$ cat config.mk
export PLATFORM = sky130hd
export DESIGN_NAME = aes_share_sequencer
export DESIGN_NICKNAME = d
export VERILOG_FILES = /design/src/rtl/aes_seq_pkg.sv /design/src/rtl/aes_seq_lfsr16.sv /design/src/rtl/aes_share_sequencer.sv
export SDC_FILE = /design/constraint.sdc
export NUM_CORES = 2
export LEC_CHECK = 0
export ABC_AREA = 0
export CORE_MARGIN = 4
export CORE_UTILIZATION = 35
export CTS_BUF_LIST = sky130_fd_sc_hd__clkbuf_16
export DETAILED_ROUTE_END_ITERATION = 7
export GPL_TIMING_DRIVEN = 0
export HOLD_SLACK_MARGIN = 0.15
export PLACE_DENSITY = 0.65
export SKIP_LAST_GASP = 1
export SYNTH_ARGS = -nofsm -noshare
export SYNTH_HDL_FRONTEND = slang
export SYNTH_SLANG_ARGS = --single-unit
$ cat constraint.sdc
create_clock -name clk -period 3.89 [get_ports clk]
set_input_delay 1.167 -clock clk [delete_from_list [all_inputs] [get_ports clk]]
set_output_delay 1.167 -clock clk [all_outputs]
set_load 0.005 [all_outputs]
$ cat src/rtl/aes_seq_pkg.sv
// Shared types, sizes and byte helpers for the AES share sequencer.
package aes_seq_pkg;

    localparam int unsigned NBYTES = 16;
    localparam int unsigned BLK_W  = 8 * NBYTES;
    localparam int unsigned CNT_W  = 4;

    // Fibonacci taps 16,14,13,11 expressed as bit positions 15,13,12,10.
    localparam logic [15:0] LFSR_TAPS = 16'hB400;

    typedef enum logic [2:0] {
        ST_IDLE    = 3'd0,
        ST_LOAD    = 3'd1,
        ST_RUN     = 3'd2,
        ST_COLLECT = 3'd3,
        ST_HOLD    = 3'd4
    } seq_state_e;

    // Byte idx of a block; byte 0 sits in the most significant lane.
    function automatic logic [7:0] sel_byte(input logic [BLK_W-1:0] blk,
                                            input logic [CNT_W-1:0] idx);
        logic [BLK_W-1:0] sh;
        sh = blk << {idx, 3'b000};
        return sh[BLK_W-1 -: 8];
    endfunction

    // Replace byte idx of a block, leaving the other bytes untouched.
    function automatic logic [BLK_W-1:0] put_byte(input logic [BLK_W-1:0] blk,
                                                  input logic [CNT_W-1:0] idx,
                                                  input logic [7:0]       b);
        logic [BLK_W-1:0] mask;
        logic [BLK_W-1:0] val;
        mask = {8'hFF, {(BLK_W-8){1'b0}}} >> {idx, 3'b000};
        val  = {b,     {(BLK_W-8){1'b0}}} >> {idx, 3'b000};
        return (blk & ~mask) | val;
    endfunction

endpackage

$ cat src/rtl/aes_seq_lfsr16.sv
// 16-bit left-shifting Fibonacci LFSR supplying fresh mask bits.
module aes_seq_lfsr16
    import aes_seq_pkg::*;
#(
    parameter logic [15:0] SEED  = 16'hACE1,
    parameter int unsigned OUT_W = 16
) (
    input  logic             clk,
    input  logic             rstn,
    input  logic             en,
    input  logic             load,
    input  logic [15:0]      seed,
    output logic [OUT_W-1:0] q
);

    logic [15:0] q_q;
    logic [15:0] q_d;

    // Reseed wins over stepping; an all-zero seed would lock up, so it maps to SEED.
    always_comb begin
        q_d = q_q;
        if (load) begin
            q_d = (seed == 16'h0000) ? SEED : seed;
        end else if (en) begin
            q_d = {q_q[14:0], ^(q_q & LFSR_TAPS)};
        end
    end

    // State register.
    always_ff @(posedge clk or negedge rstn) begin
        if (!rstn) begin
            q_q <= SEED;
        end else begin
            q_q <= q_d;
        end
    end

    assign q = q_q[OUT_W-1:0];

endmodule

$ cat src/rtl/aes_share_sequencer.sv
// Feeds masked plaintext/key shares bytewise into a masked AES core and
// gathers the masked ciphertext bytes back; the two shares never meet here.
module aes_share_sequencer
    import aes_seq_pkg::*;
#(
    parameter int unsigned TIMEOUT_CYC = 2048,
    parameter logic [15:0] LFSR_SEED   = 16'hACE1
) (
    input  logic         clk,
    input  logic         rstn,
    input  logic         in_valid,
    output logic         in_ready,
    input  logic [127:0] pt_sh0,
    input  logic [127:0] pt_sh1,
    input  logic [127:0] key_sh0,
    input  logic [127:0] key_sh1,
    input  logic         seed_load,
    input  logic [15:0]  seed,
    output logic         out_valid,
    input  logic         out_ready,
    output logic [127:0] ct_sh0,
    output logic [127:0] ct_sh1,
    output logic         out_err,
    output logic         busy,
    output logic [7:0]   core_plain0,
    output logic [7:0]   core_plain1,
    output logic [7:0]   core_key0,
    output logic [7:0]   core_key1,
    output logic         core_pk_valid,
    output logic [3:0]   core_random,
    input  logic [7:0]   core_cipher0,
    input  logic [7:0]   core_cipher1,
    input  logic         core_done
);

    localparam int unsigned       RUN_W    = (TIMEOUT_CYC > 2) ? $clog2(TIMEOUT_CYC) : 1;
    localparam logic [RUN_W-1:0]  RUN_LAST = RUN_W'(TIMEOUT_CYC - 1);
    localparam logic [CNT_W-1:0]  CNT_LAST = CNT_W'(NBYTES - 1);

    seq_state_e       state_q, state_d;
    logic [CNT_W-1:0] cnt_q, cnt_d;
    logic [RUN_W-1:0] run_cnt_q, run_cnt_d;

    logic [BLK_W-1:0] pt0_q, pt0_d, pt1_q, pt1_d;
    logic [BLK_W-1:0] key0_q, key0_d, key1_q, key1_d;
    logic [BLK_W-1:0] ct0_q, ct0_d, ct1_q, ct1_d;
    logic             err_q, err_d;

    logic             in_ready_q, in_ready_d;
    logic             out_valid_q, out_valid_d;
    logic             busy_q, busy_d;
    logic             pk_valid_q, pk_valid_d;
    logic [7:0]       plain0_q, plain0_d, plain1_q, plain1_d;
    logic [7:0]       lkey0_q, lkey0_d, lkey1_q, lkey1_d;

    logic             xfer_c;
    logic             lfsr_en_c;
    logic             lfsr_load_c;

    assign xfer_c      = in_valid & in_ready_q;
    assign lfsr_en_c   = (state_q == ST_LOAD) || (state_q == ST_RUN) || (state_q == ST_COLLECT);
    assign lfsr_load_c = seed_load && (state_q == ST_IDLE);

    // Mask source; advances only while the core is being fed or is computing.
    aes_seq_lfsr16 #(
        .SEED  (LFSR_SEED),
        .OUT_W (4)
    ) u_lfsr (
        .clk  (clk),
        .rstn (rstn),
        .en   (lfsr_en_c),
        .load (lfsr_load_c),
        .seed (seed),
        .q    (core_random)
    );

    // Next-state, datapath and registered-output decode.
    always_comb begin
        state_d   = state_q;
        cnt_d     = cnt_q;
        run_cnt_d = run_cnt_q;
        pt0_d     = pt0_q;
        pt1_d     = pt1_q;
        key0_d    = key0_q;
        key1_d    = key1_q;
        ct0_d     = ct0_q;
        ct1_d     = ct1_q;
        err_d     = err_q;

        unique case (state_q)
            ST_IDLE: begin
                if (xfer_c) begin
                    state_d   = ST_LOAD;
                    cnt_d     = '0;
                    run_cnt_d = '0;
                    pt0_d     = pt_sh0;
                    pt1_d     = pt_sh1;
                    key0_d    = key_sh0;
                    key1_d    = key_sh1;
                    ct0_d     = '0;
                    ct1_d     = '0;
                    err_d     = 1'b0;
                end
            end
            ST_LOAD: begin
                if (cnt_q == CNT_LAST) begin
                    state_d   = ST_RUN;
                    cnt_d     = '0;
                    run_cnt_d = '0;
                end else begin
                    cnt_d = cnt_q + CNT_W'(1);
                end
            end
            ST_RUN: begin
                // Done takes priority over a timeout landing in the same cycle.
                if (core_done) begin
                    ct0_d   = put_byte(ct0_q, '0, core_cipher0);
                    ct1_d   = put_byte(ct1_q, '0, core_cipher1);
                    state_d = ST_COLLECT;
                    cnt_d   = CNT_W'(1);
                end else if (run_cnt_q == RUN_LAST) begin
                    state_d = ST_HOLD;
                    err_d   = 1'b1;
                    ct0_d   = '0;
                    ct1_d   = '0;
                end else begin
                    run_cnt_d = run_cnt_q + RUN_W'(1);
                end
            end
            ST_COLLECT: begin
                // The core streams one byte per cycle after done; no handshake here.
                ct0_d = put_byte(ct0_q, cnt_q, core_cipher0);
                ct1_d = put_byte(ct1_q, cnt_q, core_cipher1);
                if (cnt_q == CNT_LAST) begin
                    state_d = ST_HOLD;
                    cnt_d   = '0;
                end else begin
                    cnt_d = cnt_q + CNT_W'(1);
                end
            end
            ST_HOLD: begin
                if (out_ready) begin
                    state_d = ST_IDLE;
                    err_d   = 1'b0;
                end
            end
            default: begin
                state_d = ST_IDLE;
            end
        endcase

        in_ready_d  = (state_d == ST_IDLE);
        busy_d      = (state_d != ST_IDLE);
        out_valid_d = (state_d == ST_HOLD);
        pk_valid_d  = (state_d == ST_LOAD);

        // Core lanes are quiet outside LOAD so no share residue leaks to the core.
        plain0_d = '0;
        plain1_d = '0;
        lkey0_d  = '0;
        lkey1_d  = '0;
        if (state_d == ST_LOAD) begin
            plain0_d = sel_byte(pt0_d, cnt_d);
            plain1_d = sel_byte(pt1_d, cnt_d);
            lkey0_d  = sel_byte(key0_d, cnt_d);
            lkey1_d  = sel_byte(key1_d, cnt_d);
        end
    end

    // Control and output registers.
    always_ff @(posedge clk or negedge rstn) begin
        if (!rstn) begin
            state_q     <= ST_IDLE;
            cnt_q       <= '0;
            run_cnt_q   <= '0;
            err_q       <= 1'b0;
            in_ready_q  <= 1'b1;
            busy_q      <= 1'b0;
            out_valid_q <= 1'b0;
            pk_valid_q  <= 1'b0;
            plain0_q    <= '0;
            plain1_q    <= '0;
            lkey0_q     <= '0;
            lkey1_q     <= '0;
        end else begin
            state_q     <= state_d;
            cnt_q       <= cnt_d;
            run_cnt_q   <= run_cnt_d;
            err_q       <= err_d;
            in_ready_q  <= in_ready_d;
            busy_q      <= busy_d;
            out_valid_q <= out_valid_d;
            pk_valid_q  <= pk_valid_d;
            plain0_q    <= plain0_d;
            plain1_q    <= plain1_d;
            lkey0_q     <= lkey0_d;
            lkey1_q     <= lkey1_d;
        end
    end

    // Share and result registers.
    always_ff @(posedge clk or negedge rstn) begin
        if (!rstn) begin
            pt0_q  <= '0;
            pt1_q  <= '0;
            key0_q <= '0;
            key1_q <= '0;
            ct0_q  <= '0;
            ct1_q  <= '0;
        end else begin
            pt0_q  <= pt0_d;
            pt1_q  <= pt1_d;
            key0_q <= key0_d;
            key1_q <= key1_d;
            ct0_q  <= ct0_d;
            ct1_q  <= ct1_d;
        end
    end

    assign in_ready      = in_ready_q;
    assign busy          = busy_q;
    assign out_valid     = out_valid_q;
    assign out_err       = err_q;
    assign ct_sh0        = ct0_q;
    assign ct_sh1        = ct1_q;
    assign core_pk_valid = pk_valid_q;
    assign core_plain0   = plain0_q;
    assign core_plain1   = plain1_q;
    assign core_key0     = lkey0_q;
    assign core_key1     = lkey1_q;

endmodule
==> metrics.txt <==
Via Count 30,617; met2 usage in global routing 0.428; width of the die 328 um; initial antenna violation count 48; wire length per cell 26.0 um; final instance count without filler cells 5,853; average cell area after synthesis 10.4 sq um; routability cong. 0.947; hold_buf cts 0; combinational power share 0.471; RSZ-0062 raised after global routing yes; Post-synth EDFFs 0; cell row count 116; clock sink count 839; peak supply drop 399 uV; pwr/cell area 839 mW/mm^2; # placed instances 5,646; CTS HTree Levels 3; FF-to-FF path depth 12; CP Data Arrival Time 4.37 ns; GR Layer Usage met3 0.0642; most common cell after layout, fill and taps aside nand2_1; NetSw 16.3 mW; Starting Density 0.355; Tot Pwr 41.6 mW; largest net degree at the start of global routing 115; top area cells in the synthesized netlist dfrtp_1 58%, nand2_1 16%, mux4_2 4.1%; WHS 0.402 ns; Port Buffers 846; share of the synthesized area in the top cell type 0.581; Min-Delay Path Class input port to async pin; Crit Path Category flop to flop; total die area 0.107 sq mm; Top Usage Layer GRT met2; Post-synth top flop dfrtp_1; share of cells above drive strength 1 0.101; DRC Markers 0; Iter 0 DRT Violations 2,627; Max-Cap Viols 0; Max Root-Sink Buffers 3; core area 0.101 sq mm; static leakage 23.1 nW; Slew HR 0.277; setup TNS 0 ns; Startpoint Class flop; detailed placer's ending HPWL 118,000 um; register area 0.0210 sq mm; min cycle time layout 3.88 ns; Sw Ratio 0.391; remaining global-route overflow 0; total CTS buffers 92; Via density 5.23; Yosys warnings 0; period utilisation layout 0.998; Power Internal 25.4 mW; Final Hold Viols 0; fin nets 4,943; fraction of registers with async set/reset 1.00; Area growth, synth to finish 38.9%; synthesized area 0.0357 sq mm; Die Height 328 um; GR Layer Usage met1 0.371; WL final 152,000 um; Syn Nets 3,990; post-synthesis sequential area ratio 0.588; CTS clk-pin slew, worst paths 0.07 ns; Skew-Pair Late Insertion Delay 0.66 ns; root buffer cell clkbuf_16; ANT nets after route 0; Flop pwr share 0.317; final clock skew 0.0237 ns; most frequent cells in the layout 1,525 x nand2_1, 845 x clkdlybuf4s50_1, 830 x dfrtp_1; vias in the first global route 30,856; CP Capture Type flop; clock power share 0.213; outcome finished clean; Yosys top cell by area dfrtp_1; first-pass GRT wire length 215,000 um; area taken by multi-input logic gates 0.0139 sq mm; fmax 258 MHz; Fill cells 9,457; setup violators final 0; Synth cell types 57; Slew Viols, Final 0; Synth Instances 3,433; Overall Global Routing Usage 0.275; Yosys reg bits 839; CTS tree done; slew at the pin with the worst max-slew slack 1.08 ns; Top-Level Pins 847; required time of the critical path 4.37 ns; crit path max fanout 11; TritonRoute pass-1 iters 5
worst paths after layout:
kind | start | endpoint | slack, ns
setup / recovery | cnt_q[0] | core_plain1[2] | 0.008
hold / removal | rstn | ct_sh0[21] | 0.40
setup reg to reg | cnt_q[0] | core_plain1[2] | 0.008
hold reg to reg | key0_q[113] | key0_q[113] | 0.47
max in group asynchronous | rstn | pt1_q[51] | 1.58
min in group clk | key0_q[113] | key0_q[113] | 0.47
cells by family (layout without fill, tap and decap cells):
logic type                 count (synthesis)  count (layout)  share of synthesized area
and+or+nand+nor                         1644            1644                      0.179
DFF                                      839             839                      0.588
AOI/OAI and AO/OA                        401             401                     0.0917
muxes                                    290             290                      0.107
buffers and inverters                    241            1269                     0.0288
xor gates and xnor gates                  11              11                    0.00270
adders and majority gates                  7               7                    0.00245
other                                      0              35                          0
state kept, by name, summed over array words and instances (netlist names), 11 cells and up:
signal,flops
ct_sh0,128
ct_sh1,128
key0_q,128
key1_q,128
pt0_q,128
pt1_q,128
u_lfsr.q_q,16
run_cnt_q,11
critical path, cell delays in order (launching register included):
cell and delay, ns:
dfrtp_1 0.40, clkbuf_4 0.24, clkbuf_4 0.25, clkinv_2 0.17, clkbuf_4 0.27, ha_1 0.31, nand2_1 0.05, o21ai_0 0.10
clkbuf_8 0.27, buf_8 0.22, mux4_2 0.63, a22oi_2 0.53, o221ai_2 0.23
power by group through the flow:
stage,sequential [mW],clock (mW),combinational [mW]
finish,13.2,8.86,19.6
global route,13.5,9.35,21.0
CTS,13.2,8.99,19.3
detailed placement,13.3,0,18.7
global placement,13.5,0,18.4
floorplan,13.0,0,10.8
cells in the mapped netlist (7+ instances only):
| master | count |
|---|---|
| a22o_1 | 82 |
| nand3_1 | 12 |
| mux4_2 | 65 |
| buf_2 | 64 |
| or3_1 | 12 |
| xor2_1 | 7 |
| nor2b_1 | 21 |
| o21ai_1 | 7 |
| o22ai_1 | 12 |
| a21oi_1 | 13 |
| a22oi_1 | 50 |
| mux2i_1 | 135 |
| mux2_2 | 90 |
| nor2_1 | 31 |
| a221o_1 | 14 |
| dfstp_2 | 9 |
| clkbuf_1 | 150 |
| dfrtp_1 | 830 |
| o221ai_1 | 28 |
| o2bb2ai_1 | 161 |
| o21ai_0 | 22 |
| buf_1 | 11 |
| nand2_1 | 1527 |
| ha_1 | 7 |
through the flow:
step / worst slack, ns / area, sq um / utilization
after floorplan: 0.219 / 35700 / -
after global placement: -37.15 / 45900 / 0.456
after detailed placement: -2.70 / 46200 / 0.458
after CTS: -0.108 / 49400 / 0.491
after global routing: -0.0932 / 49600 / 0.492
final: 0.00844 / 49600 / 0.493
timing repair:
| action | CTS | global route |
|---|---|---|
| endpoints found under the setup margin | 86 | 96 |
| resized for setup | 82 | 62 |
| gates cloned | 0 | 0 |
| setup buffers | 1 | 2 |
| pin swaps | 4 | 6 |
per-layer routing:
layer	up-vias	part of all wire
met3	311	0.082
met4	20	0.044
met2	1387	0.46
met5	-	0.00088
met1	15369	0.41
li1	13530	-
cell type report:
cell class / count / area share
Clock inverter: 75 / 0.0132
Buffer: 233 / 0.0234
Sequential cell: 839 / 0.423
Clock buffer: 94 / 0.0474
Multi-Input combinational cell: 2353 / 0.280
Tap cell: 1357 / 0.0342
Inverter: 8 / 0.000630
Timing Repair Buffer: 859 / 0.177
Antenna cell: 35 / 0.00177
Note: power is estimated with default switching activity, not from simulation.
